--- src/rtl/axi_burst_master.sv ---
// -----------------------------------------------------------------------------
// axi_burst_master
//   Moves one cache line between a cache controller and an AXI slave as a
//   single INCR burst: a refill reads LINE_WORDS beats into o_user_rline, and
//   a write-back sends the line latched at start as LINE_WORDS beats.
//
//   Build option: define AXI_BURST_WRITE_EN to include the write-back path
//   (AW/W/B states). Without it only refills exist, i_user_write is ignored
//   and every AW/W output plus BREADY is held at 0.
//
// Ports
//   i_clk, i_rst            clock, synchronous active-high reset
//   i_user_start            one-cycle request strobe (honoured only in IDLE)
//   i_user_write            1 = write-back, 0 = refill
//   i_user_addr             line address (offset bits dropped)
//   i_user_wline            write-back line, word 0 in bits 31:0
//   o_user_rline            refill buffer, word 0 in bits 31:0
//   o_user_done             one-cycle completion pulse
//   o_user_busy             high whenever not idle
//   o_M_AXI_AW*/W*/B*       AXI write address / data / response channels
//   o_M_AXI_AR*/R*          AXI read address / data channels
// -----------------------------------------------------------------------------
module axi_burst_master #(
   parameter int LINE_WORDS = 8
) (
   input  logic                    i_clk,
   input  logic                    i_rst,
   input  logic                    i_user_start,
   input  logic                    i_user_write,
   input  logic [31:0]             i_user_addr,
   input  logic [LINE_WORDS*32-1:0] i_user_wline,
   output logic [LINE_WORDS*32-1:0] o_user_rline,
   output logic                    o_user_done,
   output logic                    o_user_busy,
   output logic [31:0]             o_M_AXI_AWADDR,
   output logic [7:0]              o_M_AXI_AWLEN,
   output logic                    o_M_AXI_AWVALID,
   input  logic                    i_M_AXI_AWREADY,
   output logic [31:0]             o_M_AXI_WDATA,
   output logic                    o_M_AXI_WVALID,
   output logic                    o_M_AXI_WLAST,
   input  logic                    i_M_AXI_WREADY,
   input  logic [1:0]              i_M_AXI_BRESP,
   input  logic                    i_M_AXI_BVALID,
   output logic                    o_M_AXI_BREADY,
   output logic [31:0]             o_M_AXI_ARADDR,
   output logic [7:0]              o_M_AXI_ARLEN,
   output logic                    o_M_AXI_ARVALID,
   input  logic                    i_M_AXI_ARREADY,
   input  logic [31:0]             i_M_AXI_RDATA,
   input  logic                    i_M_AXI_RLAST,
   input  logic                    i_M_AXI_RVALID,
   output logic                    o_M_AXI_RREADY
);

   localparam int          CW   = $clog2(LINE_WORDS);
   localparam int          OFS  = $clog2(LINE_WORDS * 4);
   localparam logic [7:0]  LEN  = 8'(LINE_WORDS - 1);
   localparam logic [CW-1:0] LAST = CW'(LINE_WORDS - 1);
   localparam logic [31:0] ALIGN_MASK = ~32'(LINE_WORDS * 4 - 1);

   typedef enum logic [2:0] {
      S_IDLE = 3'd0,
      S_AR   = 3'd1,
      S_R    = 3'd2,
      S_DONE = 3'd3
`ifdef AXI_BURST_WRITE_EN
      ,
      S_AW   = 3'd4,
      S_W    = 3'd5,
      S_B    = 3'd6
`endif
   } state_t;

   state_t                  r_state;
   state_t                  w_next;
   logic [31:0]             r_addr;
   logic [CW-1:0]           r_cnt;
   logic [LINE_WORDS*32-1:0] r_rline;

   logic                    w_awvalid;
   logic [7:0]              w_awlen;
   logic [31:0]             w_wdata;
   logic                    w_wvalid;
   logic                    w_wlast;
   logic                    w_bready;
   logic                    w_arvalid;
   logic [7:0]              w_arlen;
   logic                    w_rready;
   logic                    w_done;
   logic                    w_unused;

`ifdef AXI_BURST_WRITE_EN
   logic [LINE_WORDS*32-1:0] r_wline;
   // The direction is not kept in a register of its own: once out of IDLE
   // the state itself (AR/R versus AW/W/B) records it.
   assign w_unused = ^{i_M_AXI_BRESP, i_user_addr[OFS-1:0]};
`else
   assign w_unused = ^{i_M_AXI_BRESP, i_user_addr[OFS-1:0], i_user_write,
                       i_user_wline, i_M_AXI_AWREADY, i_M_AXI_WREADY,
                       i_M_AXI_BVALID};
`endif

   // ---------------------------------------------------------------------------
   // State, latched request, beat counter and refill buffer
   // ---------------------------------------------------------------------------
   always_ff @(posedge i_clk) begin
      if (i_rst) begin
         r_state <= S_IDLE;
         r_addr  <= '0;
         r_cnt   <= '0;
         r_rline <= '0;
`ifdef AXI_BURST_WRITE_EN
         r_wline <= '0;
`endif
      end else begin
         r_state <= w_next;
         case (r_state)
            S_IDLE: begin
               if (i_user_start) begin
                  r_addr <= i_user_addr & ALIGN_MASK;
                  r_cnt  <= '0;
`ifdef AXI_BURST_WRITE_EN
                  r_wline <= i_user_wline;
`endif
               end
            end
            S_R: begin
               // RREADY is constant 1 here, so RVALID alone marks a beat.
               if (i_M_AXI_RVALID) begin
                  r_rline[int'(r_cnt)*32 +: 32] <= i_M_AXI_RDATA;
                  r_cnt <= r_cnt + 1'b1;
               end
            end
`ifdef AXI_BURST_WRITE_EN
            S_W: begin
               if (i_M_AXI_WREADY) r_cnt <= r_cnt + 1'b1;
            end
`endif
            default: ;
         endcase
      end
   end

   // ---------------------------------------------------------------------------
   // Next state and channel controls (all Moore, decoded from r_state)
   // ---------------------------------------------------------------------------
   always_comb begin
      w_next    = r_state;
      w_awvalid = 1'b0;
      w_awlen   = '0;
      w_wdata   = '0;
      w_wvalid  = 1'b0;
      w_wlast   = 1'b0;
      w_bready  = 1'b0;
      w_arvalid = 1'b0;
      w_arlen   = '0;
      w_rready  = 1'b0;
      w_done    = 1'b0;
      case (r_state)
         S_IDLE: begin
            if (i_user_start) begin
`ifdef AXI_BURST_WRITE_EN
               w_next = i_user_write ? S_AW : S_AR;
`else
               w_next = S_AR;
`endif
            end
         end
         S_AR: begin
            w_arvalid = 1'b1;
            w_arlen   = LEN;
            if (i_M_AXI_ARREADY) w_next = S_R;
         end
         S_R: begin
            w_rready = 1'b1;
            // A short burst (early RLAST) leaves the untouched words as they were.
            if (i_M_AXI_RVALID && (i_M_AXI_RLAST || r_cnt == LAST)) w_next = S_DONE;
         end
`ifdef AXI_BURST_WRITE_EN
         S_AW: begin
            w_awvalid = 1'b1;
            w_awlen   = LEN;
            if (i_M_AXI_AWREADY) w_next = S_W;
         end
         S_W: begin
            w_wvalid = 1'b1;
            w_wdata  = r_wline[int'(r_cnt)*32 +: 32];
            w_wlast  = (r_cnt == LAST);
            if (i_M_AXI_WREADY && r_cnt == LAST) w_next = S_B;
         end
         S_B: begin
            w_bready = 1'b1;
            if (i_M_AXI_BVALID) w_next = S_DONE;
         end
`endif
         S_DONE: begin
            w_done = 1'b1;
            w_next = S_IDLE;
         end
         default: w_next = S_IDLE;
      endcase
   end

   assign o_user_rline    = r_rline;
   assign o_user_done     = w_done;
   assign o_user_busy     = (r_state != S_IDLE);
   assign o_M_AXI_ARADDR  = r_addr;
   assign o_M_AXI_ARLEN   = w_arlen;
   assign o_M_AXI_ARVALID = w_arvalid;
   assign o_M_AXI_RREADY  = w_rready;
`ifdef AXI_BURST_WRITE_EN
   assign o_M_AXI_AWADDR  = r_addr;
`else
   assign o_M_AXI_AWADDR  = '0;
`endif
   assign o_M_AXI_AWLEN   = w_awlen;
   assign o_M_AXI_AWVALID = w_awvalid;
   assign o_M_AXI_WDATA   = w_wdata;
   assign o_M_AXI_WVALID  = w_wvalid;
   assign o_M_AXI_WLAST   = w_wlast;
   assign o_M_AXI_BREADY  = w_bready;

endmodule
--- config.mk ---
export PLATFORM = sky130hd
export DESIGN_NAME = axi_burst_master
export DESIGN_NICKNAME = d
export VERILOG_FILES = /design/src/rtl/axi_burst_master.sv
export SDC_FILE = /design/constraint.sdc
export NUM_CORES = 1
export LEC_CHECK = 0
export CAP_MARGIN = 30
export CORE_AREA = 2 2 277 279
export DETAILED_ROUTE_END_ITERATION = 10
export DIE_AREA = 0 0 279 281
export GPL_TIMING_DRIVEN = 0
export PLACE_DENSITY = 0.47
export SLEW_MARGIN = 30
export SYNTH_ARGS = -nofsm -noshare
export SYNTH_HDL_FRONTEND = slang
export SYNTH_SLANG_ARGS = --single-unit
--- constraint.sdc ---
create_clock -name i_clk -period 2.2 [get_ports i_clk]
set_input_delay 0.66 -clock i_clk [delete_from_list [all_inputs] [get_ports i_clk]]
set_output_delay 0.66 -clock i_clk [all_outputs]
set_load 0.01 [all_outputs]
; ---- Word level (Yosys, flattened, before mapping)
; Cells that the tools add are included.
[word_totals]
reg_bits = 289
inputBits = 332
output_inout_bits = 376
wordCells = 37
[classes]
add_sub_neg = 2
eq_ne = 8
shifts = 2
mux = 12
reduce_logical = 9
[ops]
columns = op, count
row1 = 256-bit bitwise mux, 1
row2 = "32-bit by 33-bit variable shift with 256-bit output, first input constant", 1
row3 = 32-bit by 33-bit indexed part select with 256-bit output, 1
row4 = 8-bit negator with 33-bit output, 1
row5 = 3-bit two-way mux, 6
row6 = 3-bit one-hot mux with 3 select lines, 1
row7 = "2-bit inequality test, second input constant", 4
row8 = "3-bit by 2-bit == test with 1-bit output, second input constant", 2
row9 = 3-bit one-hot mux with 2 select lines, 1
row10 = 3-bit AND reduction, 2
row11 = 2-bit AND reduction, 2
row12 = "3-bit by 1-bit adder with 3-bit output, second input constant", 1
row13 = "3-bit by 1-bit == test with 1-bit output, second input constant", 1
row14 = "3-bit == test, second input constant", 1
row15 = 3-bit logical NOT, 1
row16 = 1-bit two-way mux, 3
row17 = 3-bit nonzero test, 1
row18 = 2-bit nonzero test, 1
row19 = 1-bit logical AND, 1
row20 = 1-bit logical OR, 1

; ---- Logic depth before layout (Yosys ltp)
[logic_depth]
word_depth = 5
ltp_mapped = 9
ltp_nobuf = 6

; ---- Least setup slack after synthesis
; OpenSTA, ideal clock, no wires.
[synth_timing]
path_type = reg-to-reg
from = register r_cnt[0]
to = register r_rline[10] (netlist: o_user_rline[10])
setup_time_ns = 0.072
t_arrival_ns = 2.032
required_time_ns = 2.128
slack_ns = 0.097
path_stages_with_launch = 10
path_buffers = 3
synth_period_minus_slack_ns = 2.103
path_cell_list = dfxtp_1 > buf_6 > inv_1 > ha_1 > ha_1 > nor4bb_1 > and3_1 > buf_2 > buf_2 > mux2i_1
[synth_via]
elab_chain_cells = 3
word_cells_on_any_way = 4
cone_classes = 1 x add/sub / 2 x shift / 1 x mux
[synth_rtl]
columns = item, line
row1 = start: declaration, 78  ; logic [CW-1:0] r_cnt;
row2 = start signal: assignment, 132  ; r_cnt <= r_cnt + 1'b1;
row3 = 8-bit negator with 33-bit output *, 131  ; r_rline[int'(r_cnt)*32 +: 32] <= i_M_AXI_RDATA;
row4 = 32-bit by 33-bit indexed part select with 256-bit output / 32-bit by 33-bit variable shift with 256-bit output (equally long branches), 131
row5 = 256-bit bitwise mux *, 131
row6 = end signal: indexed assignment, 131
row7 = end: declaration, 79  ; logic [LINE_WORDS*32-1:0] r_rline;
; Every way passes the cells marked *; elsewhere a longest branch is shown, timed or not.
; A chain may end at the register's enable or synchronous reset.

; ---- Final worst setup path
[layout_timing]
from = register r_rline[237] (netlist: o_user_rline[237])
to = output port o_user_rline[237]
[layout_rtl]
columns = item, line
row1 = end: declaration, 32  ; output logic [LINE_WORDS*32-1:0] o_user_rline,
; No word-level cell between the ends.

==> impl_metrics.tcl <==
set metrics [dict create \
    grt_usage_pct 13.7 \
    p_per_area_nw_per_um2 708 \
    synth_flop_cell "dfxtp_1" \
    ctsRootBufferMaster "clkbuf_16" \
    insertion_delay_ns 0.55 \
    core_sq_um 75400 \
    firstDrtPassIters 6 \
    power.switching_mw 3.74 \
    fin_area_sq_um 19700 \
    async_flop_share_pct 0 \
    period_share_pct 98.3 \
    syn_inst 1318 \
    wirelength_microns 55600 \
    drtIter0Drc 334 \
    overflow 0 \
    final_cells 2813 \
    ctsHtreeMaxLevel 2 \
    cts_tree "yes" \
    drv_slew 0 \
    final_core_util_pct 26.1 \
    fin_crit_ns 2.16 \
    maxCapViolations 0 \
    whs_ns 0.452 \
    arrival_ns 1.50 \
    power_frac_comb_pct 16.0 \
    yosysUniqueCellTypes 32 \
    drive_above_1_share_pct 13.8 \
    yosys_warnings 0 \
    start_kind "flop" \
    finalHoldViolations 0 \
    ys_ff_latch 288 \
    syn_area_sq_um 12800 \
    synth_edf_count 0 \
    grt_pass1_vias 11000 \
    antenna_found_initial 9 \
    crit_family "buffers and inverters" \
    p_seq_share_pct 39.5 \
    reg2reg_setup_slack_ns 0.08 \
    synth_area_leaders "dfxtp_1, mux2i_1, nand2b_1" \
    grt_pass1_wl_microns 77600 \
    setup_viol 0 \
    io_pins 708 \
    cts_buffers 37 \
    min_path_type "flop to flop" \
    cp.required_ns 1.54 \
    crit_cells 1 \
    final_cell_mix "nand2b_1, clkdlybuf4s50_1, dfxtp_1" \
    dp_hpwl_microns 43100 \
    numClockSinks 288 \
    die_h_microns 281 \
    rsz0062_at_grt "no" \
    max-vdd-ir-drop_mv 0.511 \
    fin_nets 2148 \
    status "finished, final reports clean" \
    cp_cell_sequence "clkdlybuf4s50_1" \
    regToRegStartpoint "r_cnt[0]" \
    p_clk_share_pct 44.5 \
    wl_per_cell_microns 19.8 \
    r2r-end "o_user_rline[134]" \
    p_leak_nw 8.45 \
    crit_slowest_cell "clkdlybuf4s50_1" \
    r2r_cells 9 \
    die-area_sq_um 78400 \
    worstHoldStart "o_M_AXI_ARADDR[19]" \
    final_common_cell "nand2b_1" \
    max_clock_freq_mhz 462 \
    worstSetupEndpointType "output port" \
    antenna_left 0 \
    place_inst 2736 \
    cts_buffer_depth 3 \
    p_int_mw 10.2 \
    viasPerCell 3.74 \
    avgSynthCellArea_sq_um 9.74 \
    grt_max_degree 13 \
    crit_buf_inv 1 \
    std_cell_rows 101 \
    gp_congestion 0.805 \
    slew-limit-headroom_pct 31.4 \
    yosysTopAreaCell "dfxtp_1" \
    cp_max_fo 2 \
    ys_seq_area_share_pct 44.9 \
    hold_path_end "o_M_AXI_ARADDR[19]" \
    drc_errors 0 \
    max_stage_delay_ns 0.63 \
    chipWidth_microns 279 \
    synth_top_cell_area_share_pct 44.9 \
    hold_buffers 0 \
    critPathKind "flop to output port" \
    switching_share_pct 26.9 \
    path_clk_slew_ns 0.06 \
    worst_pin_slew_ns 1.03 \
    start_util_pct 17.0 \
    hold_depth 2 \
    placed_area_sq_um 17900 \
    numPortBuffers 353 \
    skew_ns 0.0102 \
    syn_to_final_growth_pct 53.4 \
    vias 10500 \
]
## routing by layer
layer  part of all wire (%)  track usage (%)  vias up
met1                     45             17.6     4956
met5                  0.047                0        -
li1                       -                -     5109
met3                    9.5             5.48       77
met4                    2.4             3.79        4
met2                     43             21.1      380
## cell usage after synthesis, drive strengths merged, types with 3 or more instances
master and count:
nand2 152, nand3 3, clkbuf 63, buf 118, or3 5, a21oi 28, nand2b 292, nand3b 32
nor2 6, inv 7, nor2b 37, dfxtp 288, o32ai 3, ha 11, mux2i 257
## logic make-up (layout without fill, tap and decap cells)
kind of cell               Yosys count  count (layout)  share of synthesized area, %
and+or+nand+nor                    536             536                          23.4
DFF                                288             288                          44.9
muxes                              258             258                          20.1
buffers and inverters              188             616                          8.82
AOI/OAI and AO/OA                   36              36                          1.56
adders and majority gates           11              11                          1.07
other                                1              90                        0.0292
## power groups by stage
| stage | Clock (mW) | Combinational (mW) | Sequential [mW] |
|---|---|---|---|
| 2_1_floorplan | 0 | 1.01 | 5.66 |
| 3_3_place_gp | 0 | 2.06 | 5.60 |
| 3_5_place_dp | 0 | 2.09 | 5.60 |
| 4_1_cts | 6.40 | 2.23 | 5.51 |
| 5_1_grt | 6.58 | 2.41 | 5.53 |
| 6_report | 6.20 | 2.22 | 5.51 |
## how the worst max path moves through the flow
| stage | end | from | slack [ns] |
|---|---|---|---|
| final | o_user_rline[237] | o_user_rline[237] | 0.04 |
| after global routing | o_user_rline[30] | o_user_rline[30] | 0.0007 |
| after CTS | o_M_AXI_ARLEN[0] | r_state[1] | -0.006 |
| after detailed placement | r_cnt[2] | i_rst | -1.14 |
| after global placement | o_user_rline[210] | r_cnt[0] | -1.52 |
| after floorplan | o_user_rline[10] | r_cnt[0] | 0.1 |
## area by class of cell
type / count / area (sq um)
Clock buffer: 54 / 1110
Inverter: 7 / 31.3
Tap cell: 978 / 1220
Antenna cell: 4 / 10.0
Timing Repair Buffer: 369 / 3760
Sequential cell: 288 / 5780
Fill cell: 8024 / 55800
Clock inverter: 11 / 111
Buffer: 175 / 1210
Multi-Input combinational cell: 927 / 6440
## stage by stage
stage                     TNS (ns)  power (mW)  setup WS, ns
after floorplan                  0        6.67        0.0966
after global placement     -250.54        7.65         -1.52
after detailed placement   -193.66        7.70         -1.14
after CTS                 -0.00619        14.1      -0.00619
after global routing             0        14.5      0.000723
final                            0        13.9        0.0376
## sequential cells by signal (all words and copies together) (netlist names)
register,flops
o_M_AXI_ARADDR,27
o_user_rline,256
r_cnt,3
r_state,2
## what timing repair did
action,4_1_cts,5_1_grt
pin swaps,6,0
resized for setup,129,65
setup buffers,14,1
endpoints found under the setup margin,313,171
(Power assumes the default switching activity.)
